--- src/rtl/if_stage_pkg.sv ---
// Shared fetch/decode types: the IF->ID bus, exception record, flush vector and PC helpers.
package if_stage_pkg;

  typedef logic [31:0] virt_t;

  localparam virt_t      RESET_PC_DEFAULT = 32'hBFC0_0000;
  localparam logic [4:0] EXCCODE_ADEL     = 5'h04;

  typedef struct packed {
    logic       ex;
    logic       bd;
    logic       tlb_refill;
    logic [4:0] exccode;
    virt_t      badvaddr;
  } exception_t;

  typedef struct packed {
    logic        valid;
    logic [31:0] inst;
    virt_t       pc;
    exception_t  exception;
  } fs_to_ds_bus_t;

  typedef struct packed {
    logic ex;
    logic eret;
    logic tlb_op;
    logic cache_op;
  } pipeline_flush_t;

  function automatic logic flush_any(input pipeline_flush_t f);
    return f.ex | f.eret | f.tlb_op | f.cache_op;
  endfunction

  function automatic logic pc_aligned(input virt_t pc);
    return pc[1:0] == 2'b00;
  endfunction

  function automatic fs_to_ds_bus_t fetch_entry(input logic [31:0] inst, input virt_t pc);
    fs_to_ds_bus_t e;
    e       = '0;
    e.valid = 1'b1;
    e.inst  = inst;
    e.pc    = pc;
    return e;
  endfunction

  // Instruction word is zero; ID sees only the exception.
  function automatic fs_to_ds_bus_t adel_entry(input virt_t pc);
    fs_to_ds_bus_t e;
    e                    = '0;
    e.valid              = 1'b1;
    e.pc                 = pc;
    e.exception.ex       = 1'b1;
    e.exception.exccode  = EXCCODE_ADEL;
    e.exception.badvaddr = pc;
    return e;
  endfunction

endpackage

--- src/rtl/if_stage_fetch_buffer.sv ---
// One-entry holding register between the instruction port and ID.
module fetch_buffer
  import if_stage_pkg::*;
(
  input  logic          clk_i,
  input  logic          rst_ni,
  input  logic          load_i,
  input  fs_to_ds_bus_t entry_i,
  input  logic          drain_i,
  input  logic          clear_i,
  output logic          valid_o,
  output fs_to_ds_bus_t entry_o
);

  logic          valid_d, valid_q;
  fs_to_ds_bus_t entry_d, entry_q;

  // Clear beats load beats drain: a refill in the drain cycle keeps the entry alive.
  always_comb begin
    valid_d = valid_q;
    entry_d = entry_q;
    if (drain_i) valid_d = 1'b0;
    if (load_i) begin
      valid_d = 1'b1;
      entry_d = entry_i;
    end
    if (clear_i) valid_d = 1'b0;
  end

  always_ff @(posedge clk_i or negedge rst_ni) begin
    if (!rst_ni) begin
      valid_q <= 1'b0;
      entry_q <= '0;
    end else begin
      valid_q <= valid_d;
      entry_q <= entry_d;
    end
  end

  always_comb begin
    entry_o       = valid_q ? entry_q : '0;
    entry_o.valid = valid_q;
  end

  assign valid_o = valid_q;

endmodule

--- src/rtl/if_stage.sv ---
// Instruction-fetch stage: PC, single-outstanding SRAM-like fetch port and a one-entry
// buffer towards ID, with redirect/flush cancellation and misaligned-PC exceptions.
module if_stage
  import if_stage_pkg::*;
#(
  parameter virt_t RESET_PC = RESET_PC_DEFAULT
) (
  input  logic            clk,
  input  logic            resetn,
  input  logic            ds_allowin,
  input  logic            ds_br_op,
  output fs_to_ds_bus_t   fs_to_ds_bus,
  input  logic            br_redirect,
  input  virt_t           br_target,
  input  pipeline_flush_t pipeline_flush,
  input  virt_t           flush_target,
  output logic            inst_req,
  output logic [31:0]     inst_addr,
  input  logic            inst_addr_ok,
  input  logic            inst_data_ok,
  input  logic [31:0]     inst_rdata
);

  typedef enum logic [1:0] {S_REQ, S_WAIT, S_CANCEL} state_e;

  state_e        state_q;
  virt_t         pc_q;
  virt_t         fetch_pc_q;
  logic          adel_sent_q;

  logic          redirect;
  virt_t         redirect_pc;
  logic          buf_valid;
  logic          buf_free;
  logic          handshake;
  logic          fetch_accept;
  logic          fetch_done;
  logic          adel_load;
  fs_to_ds_bus_t buf_entry;
  fs_to_ds_bus_t load_entry;

  assign redirect    = br_redirect | flush_any(pipeline_flush);
  assign redirect_pc = flush_any(pipeline_flush) ? flush_target : br_target;

  assign buf_free  = !buf_valid || ds_allowin;
  assign handshake = buf_valid && ds_allowin;

  assign inst_req     = resetn && (state_q == S_REQ) && pc_aligned(pc_q) && buf_free;
  assign inst_addr    = pc_q;
  assign fetch_accept = inst_req && inst_addr_ok;

  // Data arriving alongside a redirect belongs to the wrong path and is dropped.
  assign fetch_done = (state_q == S_WAIT) && inst_data_ok && !redirect;

  // A misaligned PC produces exactly one AdEL entry, then fetch stalls until redirected.
  assign adel_load = (state_q == S_REQ) && !pc_aligned(pc_q) && !adel_sent_q && buf_free &&
                     !redirect;

  assign load_entry = adel_load ? adel_entry(pc_q) : fetch_entry(inst_rdata, fetch_pc_q);

  always_ff @(posedge clk or negedge resetn) begin
    if (!resetn) begin
      state_q     <= S_REQ;
      pc_q        <= RESET_PC;
      fetch_pc_q  <= RESET_PC;
      adel_sent_q <= 1'b0;
    end else begin
      if (adel_load) adel_sent_q <= 1'b1;
      unique case (state_q)
        S_REQ: begin
          // An address accepted in the redirect cycle is already in flight and must be drained.
          if (redirect) begin
            state_q <= fetch_accept ? S_CANCEL : S_REQ;
          end else if (fetch_accept) begin
            state_q    <= S_WAIT;
            fetch_pc_q <= pc_q;
            pc_q       <= pc_q + 32'd4;
          end
        end
        S_WAIT: begin
          if (redirect) begin
            state_q <= inst_data_ok ? S_REQ : S_CANCEL;
          end else if (inst_data_ok) begin
            state_q <= S_REQ;
          end
        end
        S_CANCEL: begin
          if (inst_data_ok) state_q <= S_REQ;
        end
        default: state_q <= S_REQ;
      endcase
      if (redirect) begin
        pc_q        <= redirect_pc;
        adel_sent_q <= 1'b0;
      end
    end
  end

  fetch_buffer u_fetch_buffer (
    .clk_i   (clk),
    .rst_ni  (resetn),
    .load_i  (fetch_done | adel_load),
    .entry_i (load_entry),
    .drain_i (handshake),
    .clear_i (redirect),
    .valid_o (buf_valid),
    .entry_o (buf_entry)
  );

  // bd reflects whether ID holds a branch at the moment it takes this entry.
  always_comb begin
    fs_to_ds_bus              = buf_entry;
    fs_to_ds_bus.exception.bd = buf_valid & ds_br_op;
  end

endmodule

--- config.mk ---
export PLATFORM = sky130hd
export DESIGN_NAME = if_stage
export DESIGN_NICKNAME = d
export VERILOG_FILES = /design/src/rtl/if_stage_pkg.sv /design/src/rtl/if_stage_fetch_buffer.sv /design/src/rtl/if_stage.sv
export SDC_FILE = /design/constraint.sdc
export NUM_CORES = 1
export LEC_CHECK = 0
export CAP_MARGIN = 30
export CELL_PAD_IN_SITES_DETAIL_PLACEMENT = 1
export CELL_PAD_IN_SITES_GLOBAL_PLACEMENT = 1
export CORE_MARGIN = 2
export CORE_UTILIZATION = 36
export DETAILED_ROUTE_END_ITERATION = 16
export PLACE_DENSITY = 0.85
export SYNTH_ARGS = -nofsm -noshare
export SYNTH_HDL_FRONTEND = slang
export SYNTH_SLANG_ARGS = --single-unit
--- constraint.sdc ---
create_clock -name clk -period 2.8 [get_ports clk]
set_input_delay 0.56 -clock clk [delete_from_list [all_inputs] [get_ports clk]]
set_output_delay 0.56 -clock clk [all_outputs]
set_load 0.02 [all_outputs]
==> reports/summary.txt <==
status -> finished, final reports clean
XOR/XNOR Fraction of Synth Area -> 0.8529%
post-route insts no fill -> 1,391
CP max stage cell -> clkdlybuf4s50_1
total CTS buffers -> 17
Post-Syn Instances -> 867
RSZ-0062 raised after global routing -> false
fin worst setup slack -> 0.1451 ns
Synth Area in Compound Gates -> 14.89%
post-synthesis cell type count -> 54
CTS tree -> yes
total power -> 6209 uW
Die Ht -> 155.1 um
YS warnings -> 0
I/O Buffers -> 239
Pre-Repair DR Iteration Count -> 5
minimum clock period -> 2.655 ns
Mean Syn Cell Area -> 9.476 sq um
Seq/Total Area, Yosys -> 50.53%
Residual DRC -> 0
n_diodes -> 0
Synth Register Bits -> 165
initial antenna violation count -> 1
CP Capture Type -> output port
via count of the first global-routing pass -> 8,001
area leader, netlist -> dfrtp_1
total die area -> 24,050 sq um
final max-slew violation count -> 0
number of flops mapped to enable cells by yosys -> 0
Core Area -> 22,500 sq um
family with the most delay on the worst path -> buffers and inverters
root buffer cell -> clkbuf_16
Nets -> 1,201
pin count of the biggest net entering global routing -> 166
Placed Area -> 11,070 sq um
multi-input logic area -> 3717 sq um
latest clock arrival within the worst-skew pair -> 0.42 ns
1st-iter DRT viols -> 376
Initial Utilization -> 36.51%
final hold vios -> 0
H-tree depth reported by CTS -> 4
Post-Syn Area -> 8215 sq um
max-cap viol count -> 0
CP required -> 2.24 ns
Slew @ Worst Pin -> 1.100 ns
Worst Path Class, Setup -> register to output port
final wirelength -> 28,320 um
DP Wirelength -> 19,680 um
Post-Synth Simple-Gate Area -> 23.33%
maximum vdd ir drop -> 304.1 uV
Main synth FF type -> dfrtp_1
width of the die -> 155.1 um
placed cell count -> 1,358
Setup Viol. Count Final -> 0
Remaining Overflow, GRT -> 0
count leader, synth -> nand2_1
Final Cycle Share -> 94.82%
site row count -> 55
GRT Total Usage -> 23.59%
Max Freq -> 376.7 MHz
Synth Area in Adders -> 0.1523%
Yosys top cell area share -> 44.78%
Post-synth top cells -> nand2_1, dfrtp_1, and2_1
largest family of logic cells by synthesized area -> simple AND/OR/NAND/NOR gates
Critical Path Source Type -> register
final instance area -> 11,720 sq um
Synth-to-Final Area Change -> 42.69%
drt via density -> 5.411
Worst-path clk slew -> 0.06 ns
crit path DAT -> 2.09 ns
WP buf/inv -> 2
Slew headroom -> 26.69%
final-layout fill cell count -> 2,507
Hold WC Path Type -> input pin to asynchronous set/reset pin
first-pass GRT wire length -> 44,380 um
layout cell share with drive strength beyond 1 -> 12.39%
dpl ws -> 0.1225 ns
IO Pins -> 245
Final GP Congestion -> 0.7998
P_leak -> 0.005039 uW
PD cells -> 529.6 nW/um^2
clk_skew -> 0.01508 ns
worst-path maximum fanout -> 36
CP max stage delay -> 0.64 ns
vias -> 7,527
CP cell instances -> buf_12, and2_1, clkdlybuf4s50_1
setup TNS -> 0 ns
DR WL/cell -> 20.36 um
asr flop ratio synth -> 100.0%
ANT nets after route -> 0
proportion of synthesized area in mux cells -> 5.452%
Clock Path Buffers -> 2
Synth area leaders -> dfrtp_1, and2_1, nand2_1
storage element area -> 4155 sq um
clk sink count -> 165
-- metal layers --
metal  up-vias  track usage [%]  routed length, um
met2       278            40.11              13980
met3        26            4.345               1699
li1       3428                -                  -
met4         0            5.864                292
met5         -                0                  0
met1      3795            31.21              12350
-- registers in the layout (all words and copies together), names as in the netlist --
signal,flops
fetch_pc_q,32
inst_addr,32
state_q,2
u_fetch_buffer.entry_q,97
u_fetch_buffer.valid_o,1
adel_sent_q,1
-- worst paths after layout --
check                                                  startpoint                                      to  slack (ns)  depth (start not counted)
setup / recovery               u_fetch_buffer.valid_o$_DFFE_PN0P_                         fs_to_ds_bus[0]        0.15                          3
hold / removal                                             resetn  u_fetch_buffer.entry_q[31]$_DFFE_PN0P_        0.19                          2
setup reg to reg                         inst_addr[9]$_DFFE_PN0P_               inst_addr[25]$_DFFE_PN1P_        0.50                          5
hold reg to reg            u_fetch_buffer.entry_q[50]$_DFFE_PN0P_  u_fetch_buffer.entry_q[50]$_DFFE_PN0P_        0.46                          2
max in group asynchronous                                  resetn  u_fetch_buffer.entry_q[27]$_DFFE_PN0P_        1.67                          2
min in group clk           u_fetch_buffer.entry_q[50]$_DFFE_PN0P_  u_fetch_buffer.entry_q[50]$_DFFE_PN0P_        0.46                          2
-- worst register-to-register path, cell delays in order (launching register included) --
cell     delay [ns]
dfrtp_1        0.52
nand3_2        0.23
or4_1          0.76
nor4_4         0.29
mux2i_1        0.14
a211o_1        0.29
-- cells by family (layout without fill, tap and decap cells) --
group | count (synthesis) | in the layout
AO/OA/AOI/OAI | 190 | 190
XOR/XNOR | 8 | 8
adder cells (fa/ha/maj) | 1 | 1
buffers and inverters | 87 | 322
flip-flops | 165 | 165
multiplexers | 41 | 41
other | 1 | 5
AND/OR/NAND/NOR | 374 | 374
-- per-stage QoR --
step	hold slack, ns	util, %
after floorplan	0.2644	-
after global placement	0.4439	49.17
after detailed placement	0.4487	49.17
after CTS	0.3795	52.02
after global routing	0.3588	52.09
final	0.1902	52.09
-- placed cells by master (no fill, tap or decap), types with 4 or more instances in the layout --
cell               n
or4_1              4
xnor2_1            7
o22ai_1            5
dfstp_2           18
nand4_1           11
inv_1             10
a22oi_1           32
a21oi_1           42
and2_1           105
o21ai_0           58
nor3_1            11
a22o_1            26
mux2_2            30
nand2_1          169
bufinv_16          4
nand3_1           20
o31ai_1            7
clkinv_4           4
clkdlybuf4s50_1  238
nor4_1             8
clkbuf_16         17
buf_12             9
dfrtp_1          146
and3_1            10
a2bb2oi_1          4
mux2i_1           11
nor2_1            13
conb_1             5
buf_4             31
-- where the power goes --
group | internal [uW] | switching [uW] | leakage (uW) | total, uW
Clock | 1530 | 1000 | 0.000311 | 2530
Sequential | 2680 | 225 | 0.00212 | 2900
Combinational | 398 | 376 | 0.00261 | 774
Total | 4600 | 1610 | 0.00504 | 6210
-- timing repair --
item                       CTS  global route
setup buffers                0             1
gates resized for setup      1             1
hold buffers                 0             0
setup endpoints to repair   64             2
-- cell type report --
class / count / area share (%)
Clock buffer: 18 / 3.746
Clock inverter: 14 / 1.697
Inverter: 10 / 0.3202
Multi-Input combinational cell: 619 / 31.71
Sequential cell: 165 / 35.45
Tap cell: 285 / 3.042
Timing Repair Buffer: 280 / 24.04
Power figures use the tool's default switching activity.
